==> config.mk <==
export PLATFORM = sky130hd
export DESIGN_NAME = float_div_stream_ctrl
export DESIGN_NICKNAME = d
export VERILOG_FILES = /design/src/rtl/float_div_stream_ctrl.sv
export SDC_FILE = /design/constraint.sdc
export NUM_CORES = 1
export LEC_CHECK = 0
export CAP_MARGIN = 20
export CORE_ASPECT_RATIO = 2
export CORE_MARGIN = 2
export CORE_UTILIZATION = 57
export DETAILED_ROUTE_END_ITERATION = 6
export GPL_TIMING_DRIVEN = 0
export PLACE_DENSITY = 0.86
export SLEW_MARGIN = 30
export SYNTH_ARGS = -nofsm -noshare
export SYNTH_HDL_FRONTEND = slang
export SYNTH_SLANG_ARGS = --single-unit
export TNS_END_PERCENT = 20
==> constraint.sdc <==
create_clock -name clk -period 7.9 [get_ports clk]
set_input_delay 2.37 -clock clk [delete_from_list [all_inputs] [get_ports clk]]
set_output_delay 2.37 -clock clk [all_outputs]
set_load 0.005 [all_outputs]
==> src/rtl/float_div_stream_ctrl.sv <==
// ============================================================================
//  Module      : float_div_stream_ctrl
//  Description : Stream front/back-end for a combinational FP32 divider.
//                It holds operand pairs in a FIFO and registers the divider
//                results with valid/ready. It also counts error, overflow and
//                underflow flags in saturating counters.
//  Revision    : 1.0 - initial release
// ============================================================================
`default_nettype none

module float_div_stream_ctrl #(
    parameter int DEPTH = 4,
    parameter int CNT_W = 16
) (
    input  logic                       clk,
    input  logic                       rst_n,
    input  logic                       flush,
    input  logic                       clr_cnt,
    input  logic                       in_valid,
    output logic                       in_ready,
    input  logic [31:0]                in_a,
    input  logic [31:0]                in_b,
    output logic [31:0]                div_a,
    output logic [31:0]                div_b,
    input  logic [31:0]                div_result,
    input  logic                       div_error,
    input  logic                       div_overflow,
    input  logic                       div_underflow,
    output logic                       out_valid,
    input  logic                       out_ready,
    output logic [31:0]                out_result,
    output logic                       out_error,
    output logic                       out_overflow,
    output logic                       out_underflow,
    output logic [$clog2(DEPTH):0]     fifo_level,
    output logic [CNT_W-1:0]           err_cnt,
    output logic [CNT_W-1:0]           ovf_cnt,
    output logic [CNT_W-1:0]           unf_cnt
);

    localparam int                  c_AW        = $clog2(DEPTH);
    localparam logic [c_AW:0]       c_FULL_LVL  = (c_AW+1)'(DEPTH);
    localparam logic [CNT_W-1:0]    c_CNT_MAX   = {CNT_W{1'b1}};

    typedef enum logic [0:0] {
        ST_EMPTY = 1'b0,
        ST_FULL  = 1'b1
    } state_t;

    logic [31:0]        r_mem_a [DEPTH];
    logic [31:0]        r_mem_b [DEPTH];
    logic [c_AW-1:0]    r_wr_ptr;
    logic [c_AW-1:0]    r_rd_ptr;
    logic [c_AW:0]      r_level;
    state_t             r_state;
    logic [31:0]        r_result;
    logic               r_error;
    logic               r_overflow;
    logic               r_underflow;
    logic [CNT_W-1:0]   r_err_cnt;
    logic [CNT_W-1:0]   r_ovf_cnt;
    logic [CNT_W-1:0]   r_unf_cnt;

    logic               w_empty;
    logic               w_push;
    logic               w_load;

    // in_ready comes only from the registered level, so a pop frees a slot
    // only on the following cycle.
    assign in_ready = (r_level != c_FULL_LVL);
    assign w_empty  = (r_level == '0);
    assign w_push   = in_valid && in_ready && !flush;
    assign w_load   = !w_empty && ((r_state == ST_EMPTY) || out_ready) && !flush;

    assign div_a = w_empty ? 32'h0 : r_mem_a[r_rd_ptr];
    assign div_b = w_empty ? 32'h0 : r_mem_b[r_rd_ptr];

    always_ff @(posedge clk) begin
        if (w_push) begin
            r_mem_a[r_wr_ptr] <= in_a;
            r_mem_b[r_wr_ptr] <= in_b;
        end
    end

    always_ff @(posedge clk or negedge rst_n) begin
        if (!rst_n) begin
            r_wr_ptr <= '0;
            r_rd_ptr <= '0;
            r_level  <= '0;
        end else if (flush) begin
            r_wr_ptr <= '0;
            r_rd_ptr <= '0;
            r_level  <= '0;
        end else begin
            if (w_push) begin
                r_wr_ptr <= r_wr_ptr + 1'b1;
            end
            if (w_load) begin
                r_rd_ptr <= r_rd_ptr + 1'b1;
            end
            case ({w_push, w_load})
                2'b10:   r_level <= r_level + 1'b1;
                2'b01:   r_level <= r_level - 1'b1;
                default: r_level <= r_level;
            endcase
        end
    end

    // Output stage: data registers keep their last value when draining to EMPTY.
    always_ff @(posedge clk or negedge rst_n) begin
        if (!rst_n) begin
            r_state     <= ST_EMPTY;
            r_result    <= '0;
            r_error     <= 1'b0;
            r_overflow  <= 1'b0;
            r_underflow <= 1'b0;
        end else if (flush) begin
            r_state <= ST_EMPTY;
        end else if (w_load) begin
            r_state     <= ST_FULL;
            r_result    <= div_result;
            r_error     <= div_error;
            r_overflow  <= div_overflow;
            r_underflow <= div_underflow;
        end else if ((r_state == ST_FULL) && out_ready) begin
            r_state <= ST_EMPTY;
        end
    end

    always_ff @(posedge clk or negedge rst_n) begin
        if (!rst_n) begin
            r_err_cnt <= '0;
            r_ovf_cnt <= '0;
            r_unf_cnt <= '0;
        end else if (clr_cnt) begin
            r_err_cnt <= '0;
            r_ovf_cnt <= '0;
            r_unf_cnt <= '0;
        end else if (w_load) begin
            if (div_error && (r_err_cnt != c_CNT_MAX)) begin
                r_err_cnt <= r_err_cnt + CNT_W'(1);
            end
            if (div_overflow && (r_ovf_cnt != c_CNT_MAX)) begin
                r_ovf_cnt <= r_ovf_cnt + CNT_W'(1);
            end
            if (div_underflow && (r_unf_cnt != c_CNT_MAX)) begin
                r_unf_cnt <= r_unf_cnt + CNT_W'(1);
            end
        end
    end

    assign out_valid     = (r_state == ST_FULL);
    assign out_result    = r_result;
    assign out_error     = r_error;
    assign out_overflow  = r_overflow;
    assign out_underflow = r_underflow;
    assign fifo_level    = r_level;
    assign err_cnt       = r_err_cnt;
    assign ovf_cnt       = r_ovf_cnt;
    assign unf_cnt       = r_unf_cnt;

endmodule

`default_nettype wire

Word level (Yosys, flattened, before mapping)
Memory sizes are Yosys's and may differ from the RTL's.
Cells that the tools add are included.
{"block": "totals", "regBits": 91, "ramBits": 256, "in_bits": 105, "out_inout_bits": 152, "elab_cells": 74, "memories": 2}
{"name": "r_mem_a", "words": 4, "width": 32, "rd": 1, "rd_ports_with_merged_regs": 0, "write_ports": 1, "line": "50", "source": "logic [31:0] r_mem_a [DEPTH];"}
{"name": "r_mem_b", "words": 4, "width": 32, "rd": 1, "rd_ports_with_merged_regs": 0, "write_ports": 1, "line": "51", "source": "logic [31:0] r_mem_b [DEPTH];"}
{"block": "classes", "addsub": 7, "n_eq_ne": 6, "n_mux": 22, "bitwise_logic": 2, "n_reduce_logical": 24}
{"cell": "$mux 16", "count": 9}
{"cell": "$mux 32", "count": 2}
{"cell": "$add 16x1->16 const B", "count": 3}
{"cell": "$ne 16x16->1 const B", "count": 3}
{"cell": "$reduce_bool 2->1", "count": 6}
{"cell": "$logic_and 1x1->1", "count": 8}
{"cell": "$mux 2", "count": 4}
{"cell": "$reduce_and 2->1", "count": 4}
{"cell": "$pmux 3 s2", "count": 1}
{"cell": "$reduce_bool 3->1", "count": 2}
{"cell": "$mux 1", "count": 5}
{"cell": "$add 2x1->2 const B", "count": 2}
{"cell": "$add 3x1->3 const B", "count": 1}
{"cell": "$logic_not 3->1", "count": 1}
{"cell": "$mux 3", "count": 1}
{"cell": "$ne 3x3->1 const B", "count": 1}
{"cell": "$sub 3x1->3 const B", "count": 1}
{"cell": "$eq 2x1->1 const B", "count": 1}
{"cell": "$eq 2x2->1 const B", "count": 1}
{"cell": "$logic_not 1->1", "count": 2}
{"cell": "$not 1->1", "count": 2}
{"cell": "$logic_or 1x1->1", "count": 1}

Logic depth before layout (Yosys ltp)
{"block": "depth", "ltp_word": 7, "depth_mapped": 8, "ltp_nobuf": 6}

Least setup slack after synthesis
Ideal clock, no wire load.
{"block": "synth_path", "kind": "input port to flip-flop", "start": "input flush", "end": "memory r_mem_a[0][0] (enable)", "setup_ns": 0.429, "arrival_ns": 4.269, "required_ns": 7.471, "slack_ns": 3.201, "path_stages": 3, "n_path_buf": 1, "cell_sequence": "clkbuf_1 nor2_1 and2_1"}
{"block": "synth_via", "elab_chain_len": 4}
{"element": "start: declaration", "line": "17", "source": "input logic flush,"}
{"element": "$logic_not 1->1", "line": "72", "source": "assign w_push = in_valid && in_ready && !flush;"}
{"element": "$logic_and 1x1->1", "line": "72"}
{"element": "$mux 1", "line": "79", "source": "if (w_push) begin"}
{"element": "$mux 1 (implied by the code)", "line": "80", "source": "r_mem_a[r_wr_ptr] <= in_a;"}
{"element": "end: declaration", "line": "50"}
Every way passes these cells.

Final worst setup path
{"block": "layout_path", "start": "register r_level[0] (netlist: fifo_level[0])", "end": "output div_b[15]"}
{"block": "layout_via", "elab_chain_len": 2}
{"element": "start: declaration", "line": "54", "source": "logic [c_AW:0] r_level;"}
{"element": "start signal: assignment", "line": "102", "source": "2'b10: r_level <= r_level + 1'b1;"}
{"element": "start signal: assignment", "line": "103", "source": "2'b01: r_level <= r_level - 1'b1;"}
{"element": "start signal: assignment", "line": "104", "source": "default: r_level <= r_level;"}
{"element": "$logic_not 3->1", "line": "71", "source": "assign w_empty = (r_level == '0);"}
{"element": "$mux 32", "line": "76", "source": "assign div_b = w_empty ? 32'h0 : r_mem_b[r_rd_ptr];"}
{"element": "end: declaration", "line": "24", "source": "output logic [31:0] div_b,"}
Every way passes these cells.

==> flow_summary_export.csv <==
group,metric,value,unit
status,outcome,"finished clean",
pwr,finalPower,5.09,mW
detailed_routing,route.detailed.wl_per_inst,20.9,µm
setup_path,crit_arrival,3070,ps
place,place_inst,1411,
yosys,synthArstFlopShare,26.2,%
setup_path,critPathKind,"reg -> out",
timing,rsz0062_at_grt,"no",
place,place_ws,2660,ps
timing,worst_slack,2460,ps
detailed_routing,vias,8192,
yosys,synth.distinct_cells,52,
place,place_hpwl,21500,µm
clocking,cts_tree,"yes",
setup_path,reg2reg_slack,5190,ps
global_routing,grt_pass1_vias,8640,
yosys,synth_edf_count,256,
detailed_routing,antenna_left,0,
yosys,synthFlopType,"edfxtp_1",
detailed_routing,viasPerCell,5.59,
setup_path,cp_slowest_stage_delay,540,ps
cells_and_area,final_common_cell,"edfxtp_1",
global_routing,grt_pass1_wl,46600,µm
yosys,syn_nets,931,
clocking,cts_setup_buffers,0,
timing,slew_violations,0,
cells_and_area,drive_gt1_share,16.0,%
clocking,clk_pin_slew,60,ps
floorplan,io_pins,257,
floorplan,rows,81,
yosys,ys_seq_area_share,70.5,%
setup_path,critPathSlowestCell,"dfrtp_1",
cells_and_area,fin_cells,1466,
floorplan,die_h,227,µm
job,drv_cap,0,
floorplan,initial_utilization,57.9,%
detailed_routing,drc_errors,0,
timing,skew,12.0,ps
place,io_buffers,256,
yosys,syn_avg_cell_area,17.3,µm²
global_routing,grt_max_degree,54,
timing,final.setup.tns,0,ps
cells_and_area,syn_to_final_growth,28.0,%
cells_and_area,layout_common_cells,"edfxtp_1 (256), clkdlybuf4s50_1 (255), dfrtp_1 (91), and2_1 (68), mux4_2 (64)",
clocking,clock_latency,550,ps
yosys,ys_ff_latch,347,
global_routing,track_usage,23.4,%
global_routing,overflow,0,
setup_path,crit_path_start,"fifo_level[0]",
timing,max_slew_margin,44.5,%
clocking,cts_resized,0,
timing,hold-worst-slack,506,ps
cells_and_area,post-route-util,74.1,%
setup_path,startpoint_type,"flop",
yosys,synth_area,0.0141,mm²
timing,min_period_over_period,68.9,%
setup_path,crit_top_cell,"clkbuf_1",
detailed_routing,first_pass_iters,5,
detailed_routing,wl,30600,µm
pwr,p_per_area,281,mW/mm²
yosys,syn_inst,818,
clocking,htreeDepth,1,
setup_path,worstPathCellList,"or3_1 -> buf_4 -> clkbuf_1 -> clkbuf_1 -> and2_1 -> clkdlybuf4s50_1",
clocking,clock-root-buffer,"clkbuf_16",
cells_and_area,finish.net_count,1223,
clocking,cts-buffers-inserted,29,
setup_path,critPathRequiredTime,5530,ps
clocking,hold_buffers,0,
place,place.gp.congestion,0.845,
global_routing,antenna_found_initial,4,
floorplan,core_area,0.0244,mm²
timing,min_period,5440,ps
pwr,ir_drop,0.000271,V
cells_and_area,final_cell_area,0.0181,mm²
setup_path,r2r-start,"out_valid",
floorplan,die-area,0.0261,mm²
setup_path,r2r_end,"fifo_level[1]",
setup_path,endpoint_kind,"output port",
pwr,p_leak,6.16,nW
timing,finalHoldViolCount,0,
timing,fmax,0.184,GHz
clocking,clockBufferDepth,3,
setup_path,reg2reg_depth,8,
timing,tightest_slew,827,ps
setup_path,critPathMaxFanout,10,
clocking,clock_sinks,347,
setup_path,cp-endpoint,"div_b[15]",
floorplan,die_w,115,µm
timing,setup_viol,0,
detailed_routing,drt_iter0_markers,626,
place,placed_area,0.0172,mm²
worst_hold_path,hp-class,"reg -> reg",
yosys,yosysWarningCount,0,
-- cell usage after synthesis (all sizes together) (4+ instances only) --
library cell | number | area, µm²
nand2 | 21 | 78.8
a21oi | 11 | 62.6
buf | 18 | 100
mux4 | 64 | 1440
mux2 | 33 | 372
nor2 | 58 | 218
nor4 | 10 | 77.6
ha | 7 | 87.6
clkbuf | 19 | 71.3
xor2 | 10 | 87.6
a211oi | 8 | 60.1
nor4b | 5 | 73.8
nand3 | 19 | 123
inv | 9 | 33.8
and3 | 8 | 50.1
mux2i | 4 | 40.0
and2 | 72 | 450
dfrtp | 91 | 2280
or3 | 4 | 26.3
nor2b | 5 | 31.3
and4 | 4 | 35.0
o21ai | 4 | 20.0
nor3 | 12 | 70.1
nand4 | 12 | 81.3
edfxtp | 256 | 7690
xnor2 | 35 | 307
-- report_power, final --
| part | switching, mW | leakage (nW) | total [mW] | internal (mW) |
|---|---|---|---|---|
| Combinational | 0.638 | 2.24 | 1.57 | 0.927 |
| Sequential | 0.0872 | 3.51 | 2.23 | 2.15 |
| Clock | 0.618 | 0.409 | 1.29 | 0.674 |
| Total | 1.34 | 6.16 | 5.09 | 3.75 |
-- state kept, by name, indices dropped and copies added, names as in the netlist, 2 cells and up --
name,flops
r_mem_b,128
ovf_cnt,16
r_mem_a,128
unf_cnt,16
err_cnt,16
r_wr_ptr,2
fifo_level,3
out_result,32
r_rd_ptr,2
-- worst min path at each step --
stage / from / end / slack, ps / cells past startpoint
final: out_result[11] / out_result[11] / 510 / 1
after global routing: out_result[2] / out_result[2] / 520 / 1
after CTS: out_result[30] / out_result[30] / 510 / 1
after detailed placement: out_result[30] / out_result[30] / 500 / 1
after global placement: out_result[0] / out_result[0] / 490 / 1
after floorplan: unf_cnt[6] / unf_cnt[6] / 490 / 1
-- final cells by class --
class,count,area (µm²)
antenna,4,10.0
timing repair buffer,261,2670
tap,332,415
inverter,9,33.8
fill,1510,6330
buffer,37,171
clock inverter,19,110
multi-input combinational,425,3980
sequential,347,9960
clock buffer,32,737
-- logic make-up after synthesis --
logic type | Yosys count | synth area share, %
AOI/OAI and AO/OA | 34 | 1.72
xor gates and xnor gates | 45 | 2.79
adders and majority gates | 8 | 0.761
buffers and inverters | 46 | 1.45
DFF | 347 | 70.5
muxes | 101 | 13.1
and+or+nand+nor | 237 | 9.68
-- critical path: cells and delay by family, from the launching register on --
family | cells | cell delay, ps
buf+inv | 4 | 1550
flops | 1 | 540
simple gates | 2 | 420
-- metal layers --
metal,wire length [µm],global-route usage (%),up-vias
li1,-,-,3707
met3,1690,3.98,62
met5,0,0,-
met1,10400,25.9,4145
met2,17400,42.8,278
met4,1130,10.9,0
Power figures use the tool's default switching activity.
